### src/rtl/button_event_decoder.sv
// Turns a debounced button level into short/long/repeat event pulses.
// Ports: CLOCK, Reset (async, low), DebouncedIn, Enable, CountClear in;
//        ShortPress, LongPress, RepeatPulse, Held, PressCount[COUNT_W] out.
module button_event_decoder #(
  parameter int LONG_CYCLES   = 25000000,
  parameter int REPEAT_CYCLES = 5000000,
  parameter int TIMER_W       = 25,
  parameter int COUNT_W       = 8
) (
  input  logic               CLOCK,
  input  logic               Reset,
  input  logic               DebouncedIn,
  input  logic               Enable,
  input  logic               CountClear,
  output logic               ShortPress,
  output logic               LongPress,
  output logic               RepeatPulse,
  output logic               Held,
  output logic [COUNT_W-1:0] PressCount
);

  localparam logic [1:0] S_WAIT_LOW = 2'd0;
  localparam logic [1:0] S_IDLE     = 2'd1;
  localparam logic [1:0] S_PRESSED  = 2'd2;
  localparam logic [1:0] S_REPEAT   = 2'd3;

  localparam logic [TIMER_W-1:0] LONG_LAST =
    TIMER_W'(LONG_CYCLES - 1);
  localparam logic [TIMER_W-1:0] REP_LAST =
    TIMER_W'(REPEAT_CYCLES - 1);

  logic [1:0]         state_q, state_d;
  logic [TIMER_W-1:0] timer_q, timer_d;
  logic [COUNT_W-1:0] count_q, count_d;
  logic               short_q, short_d;
  logic               long_q, long_d;
  logic               rep_q, rep_d;
  logic               held_q, held_d;

  always_comb begin
    state_d = state_q;
    timer_d = timer_q;
    short_d = 1'b0;
    long_d  = 1'b0;
    rep_d   = 1'b0;
    if (!Enable) begin
      state_d = S_WAIT_LOW;
      timer_d = '0;
    end else begin
      unique case (state_q)
        S_WAIT_LOW: begin
          // Disarmed until the button is seen released.
          if (!DebouncedIn) state_d = S_IDLE;
        end
        S_IDLE: begin
          if (DebouncedIn) begin
            state_d = S_PRESSED;
            timer_d = '0;
          end
        end
        S_PRESSED: begin
          // Release wins over a coincident long-press terminal count.
          if (!DebouncedIn) begin
            state_d = S_IDLE;
            short_d = 1'b1;
          end else if (timer_q == LONG_LAST) begin
            state_d = S_REPEAT;
            long_d  = 1'b1;
            timer_d = '0;
          end else begin
            timer_d = timer_q + 1'b1;
          end
        end
        S_REPEAT: begin
          if (!DebouncedIn) begin
            state_d = S_IDLE;
          end else if (timer_q == REP_LAST) begin
            rep_d   = 1'b1;
            timer_d = '0;
          end else begin
            timer_d = timer_q + 1'b1;
          end
        end
        default: begin
          state_d = S_WAIT_LOW;
          timer_d = '0;
        end
      endcase
    end
  end

  always_comb begin
    held_d = (state_d == S_PRESSED) || (state_d == S_REPEAT);
  end

  // Clear beats a coincident increment.
  always_comb begin
    count_d = count_q;
    if (short_d || long_d) count_d = count_q + 1'b1;
    if (CountClear) count_d = '0;
  end

  always_ff @(posedge CLOCK or negedge Reset) begin
    if (!Reset) begin
      state_q <= S_WAIT_LOW;
      timer_q <= '0;
      count_q <= '0;
      short_q <= 1'b0;
      long_q  <= 1'b0;
      rep_q   <= 1'b0;
      held_q  <= 1'b0;
    end else begin
      state_q <= state_d;
      timer_q <= timer_d;
      count_q <= count_d;
      short_q <= short_d;
      long_q  <= long_d;
      rep_q   <= rep_d;
      held_q  <= held_d;
    end
  end

  assign ShortPress  = short_q;
  assign LongPress   = long_q;
  assign RepeatPulse = rep_q;
  assign Held        = held_q;
  assign PressCount  = count_q;

endmodule

### config.mk
export PLATFORM = sky130hd
export DESIGN_NAME = button_event_decoder
export DESIGN_NICKNAME = d
export VERILOG_FILES = /design/src/rtl/button_event_decoder.sv
export SDC_FILE = /design/constraint.sdc
export NUM_CORES = 1
export LEC_CHECK = 0
export CORE_AREA = 2 2 94 60
export CTS_CLUSTER_SIZE = 24
export DETAILED_ROUTE_END_ITERATION = 8
export DIE_AREA = 0 0 96 62
export GPL_TIMING_DRIVEN = 0
export SYNTH_ARGS = -nofsm -noshare
export SYNTH_HDL_FRONTEND = slang
export SYNTH_SLANG_ARGS = --single-unit
### constraint.sdc
create_clock -name CLOCK -period 2.8 [get_ports CLOCK]
set_clock_uncertainty 0.1 [all_clocks]
set_input_delay 0.28 -clock CLOCK [delete_from_list [all_inputs] [get_ports CLOCK]]
set_output_delay 0.28 -clock CLOCK [all_outputs]
set_load 0.01 [all_outputs]
* Word-level counts from Yosys, hierarchy flattened
Index checks and enable logic that the tools add are counted.
** Operators by class
- Eq/ne operators :: 11
- Multiplexer cells :: 26
- Reduce and logical (&&, ||, !) cells :: 6
- $add $sub $neg :: 2
** Operators with widths (number)
- $mux 25 :: 6
- $pmux 25 s3 :: 1
- $add 25x1->25 const B :: 1
- $eq 25x23->1 const B :: 1
- $eq 25x25->1 const B :: 1
- $mux 8 :: 2
- $mux 1 :: 11
- $mux 2 :: 5
- $ne 3x3->1 const B :: 3
- $add 8x1->8 const B :: 1
- $eq 2x2->1 const B :: 4
- $pmux 2 s3 :: 1
- $ne 4x1->1 const B :: 1
- $reduce_and 4->1 :: 1
- $eq 2x1->1 const B :: 1
- $logic_not 2->1 :: 1
- $logic_or 1x1->1 :: 2
- $reduce_bool 2->1 :: 1
- $reduce_or 2->1 :: 1
** Storage, ports and cells
- Bits of input ports :: 5
- Register bits after elaboration :: 39

* Logic depth before layout (Yosys ltp)
Gate-level depths: netlist of the first run.
- Depth after elaboration :: 8
- Depth in mapped cells :: 9
- Depth with buffers taken out :: 8

* Worst setup path after synthesis of the first run
No wires, ideal clock.
- Kind :: register to register
- Start point :: register state_q[0]
- End point :: register timer_q[21]
- Setup slack :: 0.542 ns
- Required time :: 2.582 ns
- Period minus slack after synthesis :: 2.258 ns
- Arrival time :: 2.039 ns
- Library setup time :: 0.118 ns
- Stages on the path, launching flop included :: 9
- Cell sequence :: dfrtp_1 > inv_1 > ha_1 > or3_1 > a21o_1 > nor4b_4 > nand4_1 > xor2_1 > nor2_1
** On the way
- Cells in the longest elaborated chain, start to end :: 3
- Elaborated cells on any way between the ends :: 10
- Those cells by class :: eq/ne: 7; mux: 2; reduce/logical: 1
** RTL lines
- from (decl) :: line 32 : logic [1:0] state_q, state_d;
- from (signal assigned) :: line 113 : state_q <= state_d;
- $eq 2x2->1 or $eq 2x1->1 (tied branches) :: line 50 : unique case (state_q)
- $ne 4x1->1 (no source line), or another cell as far along
- $reduce_and 4->1 (no source line) or $mux 25 (tied branches)
- to (signal assigned) :: line 114 : timer_q <= timer_d;
- to (decl) :: line 33 : logic [TIMER_W-1:0] timer_q, timer_d;
Several ways; a longest one is shown, not always the timed one.
A chain may end at the register's enable or synchronous reset.

* Worst setup path in the final report of the first run
- Start point :: register state_q[0]
- End point :: register timer_q[13]
Same word-level chain as after synthesis.

==> results of run 1 <==
-- flip-flops by register name, summed over array words and instances, names as in the netlist --
| signal | flops |
|---|---|
| LongPress | 1 |
| Held | 1 |
| state_q | 2 |
| PressCount | 8 |
| RepeatPulse | 1 |
| ShortPress | 1 |
| timer_q | 25 |
-- worst register-to-register path, cell delays in order, from the launching register on --
cell and delay [ns]:
dfrtp_1 0.45, inv_1 0.07, ha_1 0.24, or3_1 0.42
a21o_1 0.29, nor3_1 0.55, nand3_1 0.18, xor2_1 0.16
nor2_1 0.05
-- cell type report --
| cell class | count | area, um2 |
|---|---|---|
| buffer | 6 | 27.53 |
| clock buffer | 6 | 82.58 |
| clock inverter | 2 | 35.03 |
| fill | 500 | 2651 |
| inverter | 5 | 18.77 |
| multi-input combinational | 184 | 1186 |
| sequential | 39 | 975.9 |
| tap | 69 | 86.33 |
| timing repair buffer | 16 | 165.2 |
-- worst min path at each step --
stage,slack (ns),cells past startpoint,to
after floorplan,-0.12,0,Held
after global placement,0.43,2,PressCount[7]
after detailed placement,0.09,1,timer_q[11]
after CTS,0.24,2,PressCount[5]
after global routing,0.27,2,PressCount[4]
final,0.25,2,PressCount[5]
-- metal layers --
metal	vias up	track usage	share of wire
met1	840	0.3041	0.57
met4	0	0.04490	0.0054
met5	-	0	0
li1	885	-	-
met3	2	0.05066	0.067
met2	40	0.2123	0.36
-- power by group through the flow --
stage               sequential [mW]  clock (mW)  combinational [mW]
floorplan                     0.585           0              0.0784
global placement              0.585           0               0.123
detailed placement            0.586           0               0.127
CTS                           0.574       0.505               0.128
global route                  0.575       0.540               0.143
finish                        0.575       0.491               0.127
-- per-stage QoR --
stage / hold slack [ns] / worst slack, ns / cells / cell area (um2)
after detailed placement: 0.08995 / 0.2254 / 318 / 2450
final: 0.2512 / 0.1818 / 327 / 2577
after CTS: 0.2450 / 0.2005 / 327 / 2577
after floorplan: -0.1156 / 0.5424 / 234 / 2208
after global placement: 0.4257 / 0.2599 / 317 / 2435
after global routing: 0.2655 / 0.05164 / 327 / 2577
-- kinds of logic after synthesis --
logic type	synth area share
adders and majority gates	0.02833
and+or+nand+nor	0.3127
xor gates and xnor gates	0.07932
buffers and inverters	0.02096
muxes	0.01926
DFF	0.4419
AOI/OAI and AO/OA	0.09745
-- layout by cell type (no fill, tap or decap), types with 2 or more instances in the layout --
cell,Yosys,final
buf_2,1,2
a22o_1,2,2
nor4_1,3,3
clkdlybuf4s50_1,0,13
and4_1,3,3
a21boi_0,2,2
inv_1,5,5
nand4_1,9,9
a21oi_1,6,6
clkbuf_8,0,6
o21ai_0,7,7
or4_1,2,2
nand3_1,16,16
mux2_2,2,2
xor2_1,15,15
ha_1,5,5
dfrtp_1,39,39
nor4b_1,6,6
nand2_1,20,20
a21o_1,3,3
nor2_1,35,35
nor3_1,5,5
mux2i_1,2,2
nor2b_1,4,4
o21ai_1,3,3
and2_1,2,2
clkbuf_1,3,3
xnor2_1,5,5
and3_1,9,9
==> impl_metrics.env, run 1 <==
export IMPL_track_usage=0.1807
export IMPL_worst_pin_slew_ns=0.6562
export IMPL_drtPass1Iterations=4
export IMPL_finalSetupViolCount=0
export IMPL_drt_total_wl_mm=4.971
export IMPL_cts_buffers=5
export IMPL_relSlewSlack=0.5585
export IMPL_yosysTopAreaCell="dfrtp_1"
export IMPL_route_detailed_drc=0
export IMPL_initial_core_util=0.4223
export IMPL_grt_overflow=0
export IMPL_max_cap_violations=0
export IMPL_clock_latency_ns=0.30
export IMPL_rr_endpoint="timer_q[13]"
export IMPL_tns_ns=0
export IMPL_grt_pass1_wl_mm=7.838
export IMPL_synth_area_per_cell_um2=9.437
export IMPL_netlist_area_um2=2208
export IMPL_cts_buffer_depth=2
export IMPL_syn_inst=234
export IMPL_vias_per_cell=5.404
export IMPL_io_pins=17
export IMPL_yosys_register_bits=39
export IMPL_yosys_warnings=0
export IMPL_antenna_found_initial=0
export IMPL_synth_edff_count=0
export IMPL_rsz0062_at_grt="no"
export IMPL_vias=1767
export IMPL_die_x_um=96
export IMPL_swShare=0.2474
export IMPL_min_period_ns=2.618
export IMPL_r2r_setup_slack_ns=0.18
export IMPL_rr_worst_depth=8
export IMPL_crit_chain="inv_1 -> ha_1 -> or3_1 -> a21o_1 -> nor3_1 -> nand3_1 -> xor2_1 -> nor2_1"
export IMPL_cpPeakStageDelay_ns=0.55
export IMPL_yosysMostFrequentCell="dfrtp_1"
export IMPL_row_count=21
export IMPL_hold_path_class="input pin to flop"
export IMPL_hold_violations=0
export IMPL_syn_num_nets=244
export IMPL_internal_power_mw=0.8971
export IMPL_drt_iter0_drc=118
export IMPL_path_depth=8
export IMPL_grt_max_degree=29
export IMPL_worst_endpoint_required_ns=2.88
export IMPL_dieArea_um2=5952
export IMPL_p_total_mw=1.192
export IMPL_p_leak_nw=1.104
export IMPL_grt_pass1_vias=1454
export IMPL_worstSetupEndpoint="timer_q[13]"
export IMPL_hold_path_startpoint="CountClear"
export IMPL_final_core_util=0.4929
export IMPL_cts_tree="yes"
export IMPL_place_port_buffers=14
export IMPL_worst_path_max_fanout=6
export IMPL_comb_power_share=0.106
export IMPL_rr_startpoint="state_q[0]"
export IMPL_cp_end_kind="flop"
export IMPL_seq_power_share=0.482
export IMPL_timing_critical_path_buf_inv=1
export IMPL_wl_per_cell_um=15.20
export IMPL_diodes=0
export IMPL_async_flop_share=1.000
export IMPL_yosysTopAreaCellShare=0.4419
export IMPL_syn2layout_area_growth_pct=16.71
export IMPL_dpl_hpwl_mm=3.693
export IMPL_post_cts_resized=0
export IMPL_switchingPower_mw=0.2950
export IMPL_arrival_ns=2.70
export IMPL_ys_flop_type="dfrtp_1"
export IMPL_ant_nets=0
export IMPL_cts_sinks=39
export IMPL_p_clk_frac=0.412
export IMPL_powerDensity_nw_per_um2=462.5
export IMPL_yosysUniqueCellTypes=47
export IMPL_drive_above_1_share=0.08527
export IMPL_die_h_um=62
export IMPL_start_kind="flop"
export IMPL_core_um2=5229
export IMPL_min_period_over_period=0.9351
export IMPL_ys_top_cells_by_area="dfrtp_1 (44%), nor2_1 (5.9%), xor2_1 (5.9%), nand3_1 (3.6%), nand2_1 (3.4%)"
export IMPL_cp_top_family="simple AND/OR/NAND/NOR gates"
export IMPL_clkTransAtPathRegs_ns=0.08
export IMPL_htreeDepth=2
export IMPL_seq_area_frac_synth=0.4419
export IMPL_holdBufCountCts=1
export IMPL_worstSetupPathType="flop to flop"
export IMPL_cts_root_buf="clkbuf_8"
export IMPL_peakVddDrop_v=0.0002543
export IMPL_slew_viol_final=0
export IMPL_startpoint="state_q[0]"
export IMPL_timing_fmax_mhz=381.9
export IMPL_crit_slowest_cell="nor3_1"
export IMPL_fin_nets=267
export IMPL_gp_congestion=0.8567
export IMPL_status="complete, no violations"
export IMPL_ys_top_cells_by_count="dfrtp_1 (39), nor2_1 (35), nand2_1 (20)"
export IMPL_cts_setup_buffers=0
(Power assumes the default switching activity.)
==> run 2: changes to the inputs <==
Settings changed: ABC_AREA set to 0.
Clock period 2.8 ns to 3.2 ns, I/O delays scaled along.
==> results of run 2 <==
Same layout as run 1 (identical final DEF). Status: complete, no violations.
Among the figures that moved: setup slack after placement 0.2254 ns -> 0.6254 ns; setup slack after layout 0.1818 ns -> 0.5818 ns; hold slack 0.2512 ns -> 0.2912 ns; register-to-register setup slack 0.18 ns -> 0.58 ns; total power 1.192 mW -> 1.043 mW; worst IR drop on VDD 0.0002543 V -> 0.0002225 V
==> run 3: changes to the inputs <==
Clock period 3.2 ns to 2.7 ns, I/O delays scaled along.
==> run 3 against run 2 <==
Net effect: via count fell by 2.2%; sequential power rose by 18%; count of clock-buffer cells in the layout unchanged; utilization rose by 0.096 points; highest routed layer unchanged.
==> impl_metrics.env, run 3 (synthesis gave the netlist of run 1 again) <==
export IMPL_cts_tree="yes"
export IMPL_cts_sinks=39
export IMPL_drt_iter0_drc=121
export IMPL_io_pins=17
export IMPL_mostFrequentLayoutCell="dfrtp_1"
export IMPL_worstSetupPathType="flop to flop"
export IMPL_rr_worst_depth=8
export IMPL_htreeDepth=2
export IMPL_relSlewSlack=0.5676
export IMPL_cts_root_buf="clkbuf_8"
export IMPL_dp_cells=318
export IMPL_initial_core_util=0.4223
export IMPL_cts_setup_buffers=0
export IMPL_hold_path_startpoint="CountClear"
export IMPL_drive_above_1_share=0.08915
export IMPL_fin_nets=267
export IMPL_dpl_hpwl_mm=3.693
export IMPL_cp_end_kind="flop"
export IMPL_arrival_ns=2.63
export IMPL_worst_path_max_fanout=9
export IMPL_grt_max_degree=29
export IMPL_track_usage=0.1807
export IMPL_cts_buffer_depth=2
export IMPL_dieArea_um2=5952
export IMPL_antenna_found_initial=0
export IMPL_max_cap_violations=0
export IMPL_rr_startpoint="state_q[0]"
export IMPL_rsz0062_at_grt="no"
export IMPL_worst_pin_slew_ns=0.6427
export IMPL_final_core_util=0.4939
export IMPL_met1_length_mm=2.823
export IMPL_gp_congestion=0.8567
export IMPL_hold_violations=0
export IMPL_top_layer_used="met4"
export IMPL_p_leak_nw=1.104
export IMPL_route_detailed_drc=0
export IMPL_min_period_over_period=0.9505
export IMPL_slew_viol_final=0
export IMPL_worst_endpoint_required_ns=2.76
export IMPL_timing_fmax_mhz=389.7
export IMPL_holdPathStages=2
export IMPL_vias=1728
export IMPL_diodes=0
export IMPL_min_period_ns=2.566
export IMPL_hold_path_class="input pin to flop"
export IMPL_powerDensity_nw_per_um2=477.6
export IMPL_core_um2=5229
export IMPL_largest_reg_flops=25
export IMPL_place_port_buffers=14
export IMPL_die_h_um=62
export IMPL_grt_pass1_vias=1454
export IMPL_status="complete, no violations"
export IMPL_rr_endpoint="timer_q[16]"
export IMPL_min_to="PressCount[5]"
export IMPL_wl_per_cell_um=15.08
export IMPL_ant_nets=0
export IMPL_clock_latency_ns=0.29
export IMPL_finalSetupViolCount=0
export IMPL_peakVddDrop_v=0.0002640
export IMPL_syn2layout_area_growth_pct=16.94
export IMPL_drt_total_wl_mm=4.932
export IMPL_stdcell_count=327
export IMPL_tns_ns=0
export IMPL_die_x_um=96
export IMPL_regMostFlops="timer_q"
export IMPL_start_kind="flop"
export IMPL_r2r_setup_slack_ns=0.13
export IMPL_grt_overflow=0
export IMPL_cts_buffers=5
export IMPL_layout_cells_most_common_list="dfrtp_1 (39), nor2_1 (35), nand2_1 (20), nand3_1 (16), xor2_1 (15)"
export IMPL_clkTransAtPathRegs_ns=0.08
export IMPL_grt_pass1_wl_mm=7.838
export IMPL_fillers=500
export IMPL_dr_wl_met2_mm=1.786
export IMPL_row_count=21
export IMPL_dr_wl_met3_um=312
export IMPL_vias_per_cell=5.284
export IMPL_drtPass1Iterations=4
[run 3: cell count changes in the layout (fill, tap and decap cells not counted)]
cell | before | now
nor3_2 | 0 | 1
nor3_1 | 5 | 4
[run 3: worst max-delay path by stage]
stage | startpoint | end | slack (ns) | cells past startpoint
global placement | state_q[0] | timer_q[13] | 0.16 | 8
finish | state_q[0] | timer_q[16] | 0.13 | 8
floorplan | state_q[0] | timer_q[21] | 0.44 | 8
CTS | state_q[0] | timer_q[13] | 0.10 | 8
detailed placement | state_q[0] | timer_q[13] | 0.13 | 8
global route | state_q[0] | timer_q[21] | 0.007 | 8
[run 3: stage by stage]
step	setup WS [ns]	area (um2)	hold slack, ns	power, mW
after floorplan	0.4424	2208	-0.1256	0.6875
after global placement	0.1599	2435	0.4257	0.7340
after detailed placement	0.1254	2450	0.07995	0.7386
after CTS	0.1005	2577	0.2350	1.253
after global routing	0.006623	2582	0.2555	1.305
final	0.1337	2582	0.2461	1.233
[run 3: per-layer routing]
metal	GRT usage	up-vias
met1	0.3041	806
met2	0.2123	37
met4	0.04490	0
met3	0.05066	2
met5	0	-
li1	-	883
[run 3: worst max-delay path, cell delays in order (launching register included)]
cell      delay (ns)
dfrtp_1         0.45
inv_1           0.07
ha_1            0.24
or3_1           0.42
a21oi_2         0.44
nand3b_1        0.23
nor3_1          0.27
nand2b_1        0.13
a31oi_1         0.08
[run 3: repair_timing]
item,4_1_cts,5_1_grt
endpoints found under the hold margin,11,0
setup endpoints to repair,0,4
gates resized for setup,0,1
hold buffers,1,0
[run 3: power by group]
group | total [mW] | leakage (nW) | switching, mW | internal (mW)
registers | 0.596 | 0.544 | 0.00669 | 0.589
logic | 0.132 | 0.499 | 0.0892 | 0.0426
clock network | 0.506 | 0.0612 | 0.207 | 0.299
total | 1.23 | 1.10 | 0.303 | 0.931
[run 3: layout make-up]
class | count | area (um2) | share of cell area
timing repair buffer | 16 | 165.2 | 0.06395
sequential | 39 | 975.9 | 0.3779
clock inverter | 2 | 35.03 | 0.01357
clock buffer | 6 | 82.58 | 0.03198
inverter | 5 | 18.77 | 0.007267
multi-input combinational | 184 | 1191 | 0.4612
buffer | 6 | 27.53 | 0.01066
tap | 69 | 86.33 | 0.03343
